<file path="config.mk">
export PLATFORM = sky130hd
export DESIGN_NAME = sequential_subtractor_flat
export DESIGN_NICKNAME = d
export VERILOG_FILES = /design/src/rtl/sequential_subtractor_if.sv /design/src/rtl/sequential_subtractor.sv /design/src/flat_wrapper.sv
export SDC_FILE = /design/constraint.sdc
export NUM_CORES = 1
export LEC_CHECK = 0
export ABC_AREA = 1
export BUFFER_PORTS_ARGS = -buffer_cell sky130_fd_sc_hd__buf_2
export CAP_MARGIN = 20
export CORE_UTILIZATION = 45
export CTS_CLUSTER_SIZE = 30
export DETAILED_ROUTE_END_ITERATION = 6
export PLACE_DENSITY = 0.72
export REMOVE_ABC_BUFFERS = 1
export SLEW_MARGIN = 20
export SYNTH_ARGS = -nofsm -noshare
export SYNTH_HDL_FRONTEND = slang
export SYNTH_SLANG_ARGS = --single-unit
</file>
<file path="constraint.sdc">
create_clock -name clk -period 2.8 [get_ports clk]
set_input_delay 0.14 -clock clk [delete_from_list [all_inputs] [get_ports clk]]
set_output_delay 0.14 -clock clk [all_outputs]
set_load 0.01 [all_outputs]
</file>
<file path="src/rtl/sequential_subtractor_if.sv">
// sequential_subtractor_if: start/operand request and result/flag bundle for the bit-serial subtractor
interface sequential_subtractor_if #(parameter int WIDTH = 16);
    logic             start;
    logic [WIDTH-1:0] a;
    logic [WIDTH-1:0] b;
    logic [WIDTH-1:0] diff;
    logic             borrow;
    logic             overflow;
    logic             zero;
    logic             done;
    logic             busy;
    modport master (output start, a, b, input diff, borrow, overflow, zero, done, busy);
    modport slave (input start, a, b, output diff, borrow, overflow, zero, done, busy);
endinterface

</file>
<file path="src/rtl/sequential_subtractor.sv">
// sequential_subtractor: bit-serial a - b, LSB first, with borrow/overflow/zero flags
module sequential_subtractor #(parameter int WIDTH = 16) (
    input logic                clk,
    input logic                reset,
    sequential_subtractor_if.slave s
);
    localparam int CW = $clog2(WIDTH) + 1;
    localparam int IW = $clog2(WIDTH);
    typedef enum logic [1:0] {IDLE, SUB, DONE} state_t;
    state_t state, state_d;
    logic [CW-1:0] cnt;
    logic [WIDTH-1:0] a_r, b_r, res;
    logic br, a_i, b_i, d_i, br_d, last;
    assign a_i = a_r[cnt[IW-1:0]];
    assign b_i = b_r[cnt[IW-1:0]];
    assign d_i = a_i ^ b_i ^ br;
    assign br_d = (~a_i & b_i) | (~(a_i ^ b_i) & br);
    assign last = cnt == CW'(WIDTH - 1);
    assign s.busy = state != IDLE;
    always_ff @(posedge clk or posedge reset) begin
        if (reset) state <= IDLE;
        else state <= state_d;
    end
    always_comb begin
        state_d = state;
        state_d = state == IDLE ? (s.start ? SUB : IDLE) :
                  state == SUB  ? (last ? DONE : SUB) : IDLE;
    end
    // results are registered on the DONE->IDLE edge, so done never overlaps busy
    always_ff @(posedge clk or posedge reset) begin
        if (reset) begin
            a_r        <= '0;
            b_r        <= '0;
            res        <= '0;
            br         <= 1'b0;
            cnt        <= '0;
            s.diff     <= '0;
            s.borrow   <= 1'b0;
            s.overflow <= 1'b0;
            s.zero     <= 1'b0;
            s.done     <= 1'b0;
        end else begin
            s.done <= 1'b0;
            if (state == IDLE && s.start) begin
                a_r <= s.a;
                b_r <= s.b;
                res <= '0;
                br  <= 1'b0;
                cnt <= '0;
            end else if (state == SUB) begin
                res[cnt[IW-1:0]] <= d_i;
                br  <= br_d;
                cnt <= cnt + 1'b1;
            end else if (state == DONE) begin
                s.diff     <= res;
                s.borrow   <= br;
                s.overflow <= (a_r[WIDTH-1] != b_r[WIDTH-1]) && (res[WIDTH-1] != a_r[WIDTH-1]);
                s.zero     <= res == '0;
                s.done     <= 1'b1;
            end
        end
    end
endmodule
</file>
<file path="src/flat_wrapper.sv">
// flat-port wrapper written by rule: the top's interface ports become plain ports
module sequential_subtractor_flat 
#(parameter int WIDTH = 16)
  (clk, reset, s_start, s_a, s_b, s_diff, s_borrow, s_overflow, s_zero, s_done, s_busy);
  sequential_subtractor_if #(.WIDTH(WIDTH)) s_i ();
  input logic clk;
  input logic reset;
  input wire logic [$bits(s_i.start)-1:0] s_start;
  input wire logic [$bits(s_i.a)-1:0] s_a;
  input wire logic [$bits(s_i.b)-1:0] s_b;
  output wire logic [$bits(s_i.diff)-1:0] s_diff;
  output wire logic [$bits(s_i.borrow)-1:0] s_borrow;
  output wire logic [$bits(s_i.overflow)-1:0] s_overflow;
  output wire logic [$bits(s_i.zero)-1:0] s_zero;
  output wire logic [$bits(s_i.done)-1:0] s_done;
  output wire logic [$bits(s_i.busy)-1:0] s_busy;
  assign s_i.start = s_start;
  assign s_i.a = s_a;
  assign s_i.b = s_b;
  assign s_diff = s_i.diff;
  assign s_borrow = s_i.borrow;
  assign s_overflow = s_i.overflow;
  assign s_zero = s_i.zero;
  assign s_done = s_i.done;
  assign s_busy = s_i.busy;
  sequential_subtractor #(.WIDTH(WIDTH)) u_core (.clk(clk), .reset(reset), .s(s_i));
endmodule
</file>
Word level (Yosys, flattened, before mapping)
Cells that the tools add are included.
{ "totals": {"reg_bits": 76, "in_bits": 35, "out_inout_bits": 21, "elab_cells": 56} }
{ "op_classes": {"addsub": 1, "n_lt_le_gt_ge": 2, "eq_ne": 5, "mux": 20, "bitwise_logic": 9, "reduce_logical": 8} }
{ "op_table": {"columns": ["operator", "count"], "rows": [
  ["$mux W16", 2],
  ["$bwmux W16", 1],
  ["$logic_not A16 Y1", 1],
  ["$mux W5", 2],
  ["$mux W1", 9],
  ["$bmux W1 S4", 2],
  ["$mux W2", 3],
  ["$add A5 B1 Y5 const B", 1],
  ["$eq A5 B4 Y1 const B", 1],
  ["$lt A4 B5 Y1 const B", 1],
  ["$demux W1 S4", 1],
  ["$ge A4 B1 Y1 const B", 1],
  ["$not A1 Y1", 4],
  ["$reduce_bool A2 Y1", 2],
  ["$logic_and A1 B1 Y1", 3],
  ["$reduce_and A3 Y1", 1],
  ["$and A1 B1 Y1", 2],
  ["$eq A2 B1 Y1 const B", 1],
  ["$eq A2 B2 Y1 const B", 1],
  ["$logic_not A2 Y1", 1],
  ["$ne A1 B1 Y1", 2],
  ["$xor A1 B1 Y1", 2],
  ["$or A1 B1 Y1", 1]
]} }

Logic depth before layout (Yosys ltp)
{ "depth": {"ltp_word": 8, "mapped_depth": 16, "ltp_nobuf": 14} }

Worst setup path before layout
OpenSTA, ideal clock, no wires.
{ "synth_path": {"path_type": "register to register", "startpoint": "register u_core.cnt[1]", "endpoint": "register u_core.res[1]", "setup_time_ns": 0.113, "arrival_ns": 2.017, "required_ns": 2.687, "setup_slack_ns": 0.670, "path_stages_with_launch": 16, "n_path_buf": 3, "period_less_slack_ns": 2.130, "cell_sequence": "dfrtp_1 > buf_2 > inv_1 > buf_2 > nand3_1 > nand2_1 > nand2_1 > nand2_1 > nor2_1 > fa_1 > inv_1 > nand2_2 > buf_6 > nand4_1 > nand2_1 > inv_1"} }
{ "synth_between": {"elab_chain_cells": 7, "elab_cells_between_ends": 14, "classes_between": "order compare (2); mux (9); bitwise (2); reduce/logical (1)"} }
{ "synth_lines": {"columns": ["element", "line", "rtl"], "rows": [
  ["from (decl)", "sequential_subtractor.sv:11", "logic [CW-1:0] cnt;"],
  ["from (signal assigned)", "sequential_subtractor.sv:53", "cnt <= cnt + 1'b1;"],
  ["$lt A4 B5 Y1 (not written as such) (tied with other cells)", "sequential_subtractor.sv:51", "res[cnt[IW-1:0]] <= d_i;"],
  ["$logic_and A1 B1 Y1 (not written as such) (tied with other cells)", "sequential_subtractor.sv:51", null],
  ["$mux W1 (not written as such) / $xor A1 B1 Y1 (equally long branches)", "sequential_subtractor.sv:51, sequential_subtractor.sv:16", null],
  ["$demux W1 S4 / $xor A1 B1 Y1 (equally long branches)", null, null],
  ["$bwmux W16 *", "sequential_subtractor.sv:51", null],
  ["$mux W16 *", "sequential_subtractor.sv:50", "end else if (state == SUB) begin"],
  ["$mux W16 *", "sequential_subtractor.sv:44", "if (state == IDLE && s.start) begin"],
  ["to (signal, indexed assignment)", "sequential_subtractor.sv:51", null],
  ["to (decl)", "sequential_subtractor.sv:12", "logic [WIDTH-1:0] a_r, b_r, res;"]
]} }
Mark *: on every way between the ends. The rest lies on a longest branch, timed or not. The select of a mux whose other input is x is not followed.
A chain may end at the register's enable or synchronous reset.

Final worst setup path
{ "layout_path": {"startpoint": "register u_core.cnt[1]", "endpoint": "register u_core.res[11]"} }
The elaborated chain is that of the path after synthesis.

==> flow_metrics.env <==
export IMPL_cts_tree="yes"
export IMPL_die_w_um=92.0
export IMPL_crit_top_cell="nand2_1"
export IMPL_hold_viol=0
export IMPL_ys_ff_latch=76
export IMPL_slew_violations=0
export IMPL_diodes=0
export IMPL_finalWirelength_mm=7.64
export IMPL_worstSetupPathType="reg -> reg"
export IMPL_dr_pass1_iters=4
export IMPL_synth_xor_area_share_pct=0
export IMPL_synth_area_leader_cell="dfrtp_1"
export IMPL_htree_levels=3
export IMPL_die_h_um=92.0
export IMPL_start_util_pct=47.0
export IMPL_area_growth_pct=20.8
export IMPL_netlist_area_mm2=0.00365
export IMPL_numCtsBuffers=9
export IMPL_muxShareOfSynthArea_pct=0
export IMPL_grt_pass1_vias=3024
export IMPL_grt_start_max_net_pins=77
export IMPL_grt_overflow_total=0
export IMPL_maxCapViolCount=0
export IMPL_syn_area_per_cell_um2=8.07
export IMPL_start_kind="flop"
export IMPL_clock_skew_ns=0.00934
export IMPL_required_ns=3.05
export IMPL_status="completed"
export IMPL_path_clk_slew_ns=0.08
export IMPL_yosys_warnings=0
export IMPL_setup_tns_ns=0
export IMPL_nFillCells=739
export IMPL_p_per_area_mw_per_mm2=1140
export IMPL_synthSimpleGateAreaFrac_pct=22.8
export IMPL_power_leakage_nw=2.37
export IMPL_rsz0062_at_grt="false"
export IMPL_ir_drop_uv=558
export IMPL_vias=3045
export IMPL_seqPwrFrac_pct=35.2
export IMPL_synth_edff_count=0
export IMPL_sw_frac_of_total_pct=41.1
export IMPL_synthAdderAreaFrac_pct=2.26
export IMPL_clock_latency_ns=0.35
export IMPL_cts_root_buf="clkbuf_8"
export IMPL_nets=565
export IMPL_hold_slack_ns=0.0123
export IMPL_row_count=32
export IMPL_crit_fanout=15
export IMPL_core_area_mm2=0.00777
export IMPL_yosysSeqAreaShare_pct=52.1
export IMPL_postCtsSetupBuffers=0
export IMPL_crit_slowest_cell="dfrtp_1"
export IMPL_synth_top_cells_by_area="dfrtp_1, nand2_1, inv_1, o21ai_0, nand4_1"
export IMPL_antenna_found_initial=0
export IMPL_crit_buf_inv=3
export IMPL_pwr_share_comb_pct=44.5
export IMPL_cpLargestDelayFamily="simple AND/OR/NAND/NOR gates"
export IMPL_async_flop_share_pct=100
export IMPL_fmax_mhz=417
export IMPL_clock_sinks=76
export IMPL_port_buffers=55
export IMPL_cp_arrival_ns=2.64
export IMPL_layout_common_cells="nand2_1, inv_1, dfrtp_1, buf_2, o21ai_0"
export IMPL_drt_wirelength_per_cell_um=12.1
export IMPL_die_area_mm2=0.00847
export IMPL_dp_hpwl_mm=5.26
export IMPL_vias_per_cell=4.83
export IMPL_clockPowerShare_pct=20.3
export IMPL_layout_commonest_cell="nand2_1"
export IMPL_grt_pass1_wl_mm=13.4
export IMPL_yosysTopAreaCellShare_pct=52.1
export IMPL_drc=0
export IMPL_drive_above_1_share_pct=16.1
export IMPL_synth_compound_area_share_pct=10.6
export IMPL_drt_iter0_drc=129
export IMPL_p_int_mw=2.97
export IMPL_yosysUniqueCellTypes=24
export IMPL_slowest_delay_ns=0.55
export IMPL_ant_nets=0
export IMPL_cts_buffer_depth=2
export IMPL_cp_end_kind="flop"
export IMPL_p_sw_mw=2.07
export IMPL_synth_top_family_by_area="simple AND/OR/NAND/NOR gates"
export IMPL_worst_pin_slew_ns=0.655
export IMPL_netlist_instances=452
export IMPL_crit_chain="inv_1, nor2_1, nand2_1, nand2_1, nand2_1, nand2_1, nor2_1, fa_1, inv_1, nand2_2, nand4_1, nand2_1, inv_1"
export IMPL_num_io_pins=56
export IMPL_relSlewSlack_pct=56.3
export IMPL_period_share_pct=85.6
export IMPL_hold_class="in -> reg"
export IMPL_setup_violations=0
export IMPL_place_congestion=0.852
export IMPL_grt_use_total_pct=20.1
export IMPL_ys_flop_type="dfrtp_1"
export IMPL_finalCriticalPeriod_ns=2.40
[worst register-to-register path, stage by stage, from the launching register on]
cell,delay (ns)
dfrtp_1,0.55
inv_1,0.28
nor2_1,0.16
nand2_1,0.06
nand2_1,0.06
nand2_1,0.05
nand2_1,0.06
nor2_1,0.05
fa_1,0.51
inv_1,0.05
nand2_2,0.21
nand4_1,0.13
nand2_1,0.10
inv_1,0.04
[stage by stage]
stage	setup slack (ns)	cell area, um2	utilization [%]	power [mW]	cells
4_1_cts	0.390	4410	56.7	5.08	631
6_report	0.402	4410	56.7	5.04	631
3_5_place_dp	0.409	3950	50.8	4.02	594
3_3_place_gp	0.489	3950	50.8	3.93	594
2_1_floorplan	0.410	3510	-	3.40	432
5_1_grt	0.140	4410	56.7	5.53	631
[flip-flops by register name, summed over array words and instances, names as in the netlist]
| register | count |
|---|---|
| u_core.cnt | 5 |
| u_core.s.borrow | 1 |
| u_core.b_r | 16 |
| u_core.s.diff | 16 |
| u_core.s.zero | 1 |
| u_core.state | 2 |
| u_core.s.overflow | 1 |
| u_core.a_r | 16 |
| u_core.br | 1 |
| u_core.res | 16 |
| u_core.s.done | 1 |
[path summary, 6_finish.rpt]
check / startpoint / to / slack (ns) / cells past startpoint
worst max-delay path: u_core.cnt[1] / u_core.res[11] / 0.40 / 13
worst min-delay path: s_a[4] / u_core.a_r[4] / 0.01 / 3
worst max register to register: u_core.cnt[1] / u_core.res[11] / 0.40 / 13
worst min register to register: u_core.s.zero / u_core.s.zero / 0.47 / 2
max in group asynchronous: reset / u_core.res[6] / 1.65 / 4
min in group asynchronous: reset / u_core.s.diff[0] / 0.40 / 3
[logic make-up after synthesis]
kind of cell / count (synthesis)
AOI/OAI and AO/OA: 73
adders and majority gates: 6
buffers and inverters: 100
DFF: 76
and+or+nand+nor: 197
[area by class of cell]
type	count	area (um2)	share of cell area [%]
clock inverters	4	95.1	2.16
multi-input cells	276	1300	29.5
flip-flops and latches	76	1900	43.1
inverters	80	303	6.87
repair buffers	81	523	11.9
well taps	102	128	2.90
clock buffers	12	155	3.52
[cells in the mapped netlist, types with 2 or more instances]
cell and number:
a21oi_1 4, inv_1 78, buf_2 11, nor2_1 13, o21ai_0 35, o21ai_1 17, nand2_2 3, nand4_1 17
dfrtp_1 76, clkbuf_1 2, nand2_1 142, nor2_2 2, nand3_1 16, ha_1 5, buf_6 7, o22ai_1 16
[metal layers]
layer / wire length (um) / share of wire, % / track usage [%] / vias up
li1: - / - / - / 1560
met2: 3740 / 49 / 35.1 / 66
met1: 3450 / 45 / 23.9 / 1405
met3: 336 / 4.4 / 5.31 / 14
met5: 0 / 0 / 0 / -
met4: 119 / 1.6 / 6.90 / 0
[power groups by stage]
stage | clock network (mW) | registers (mW) | logic, mW
after floorplan | 0 | 1.83 | 1.56
after global placement | 0 | 1.78 | 2.16
after detailed placement | 0 | 1.80 | 2.22
after CTS | 1.05 | 1.78 | 2.25
after global routing | 1.09 | 1.83 | 2.61
final | 1.02 | 1.77 | 2.24
[timing repair]
action | 4_1_cts | 5_1_grt
resized for setup | 0 | 0
hold buffers | 21 | 0
hold endpoints to repair | 45 | 0
(Power assumes the default switching activity.)
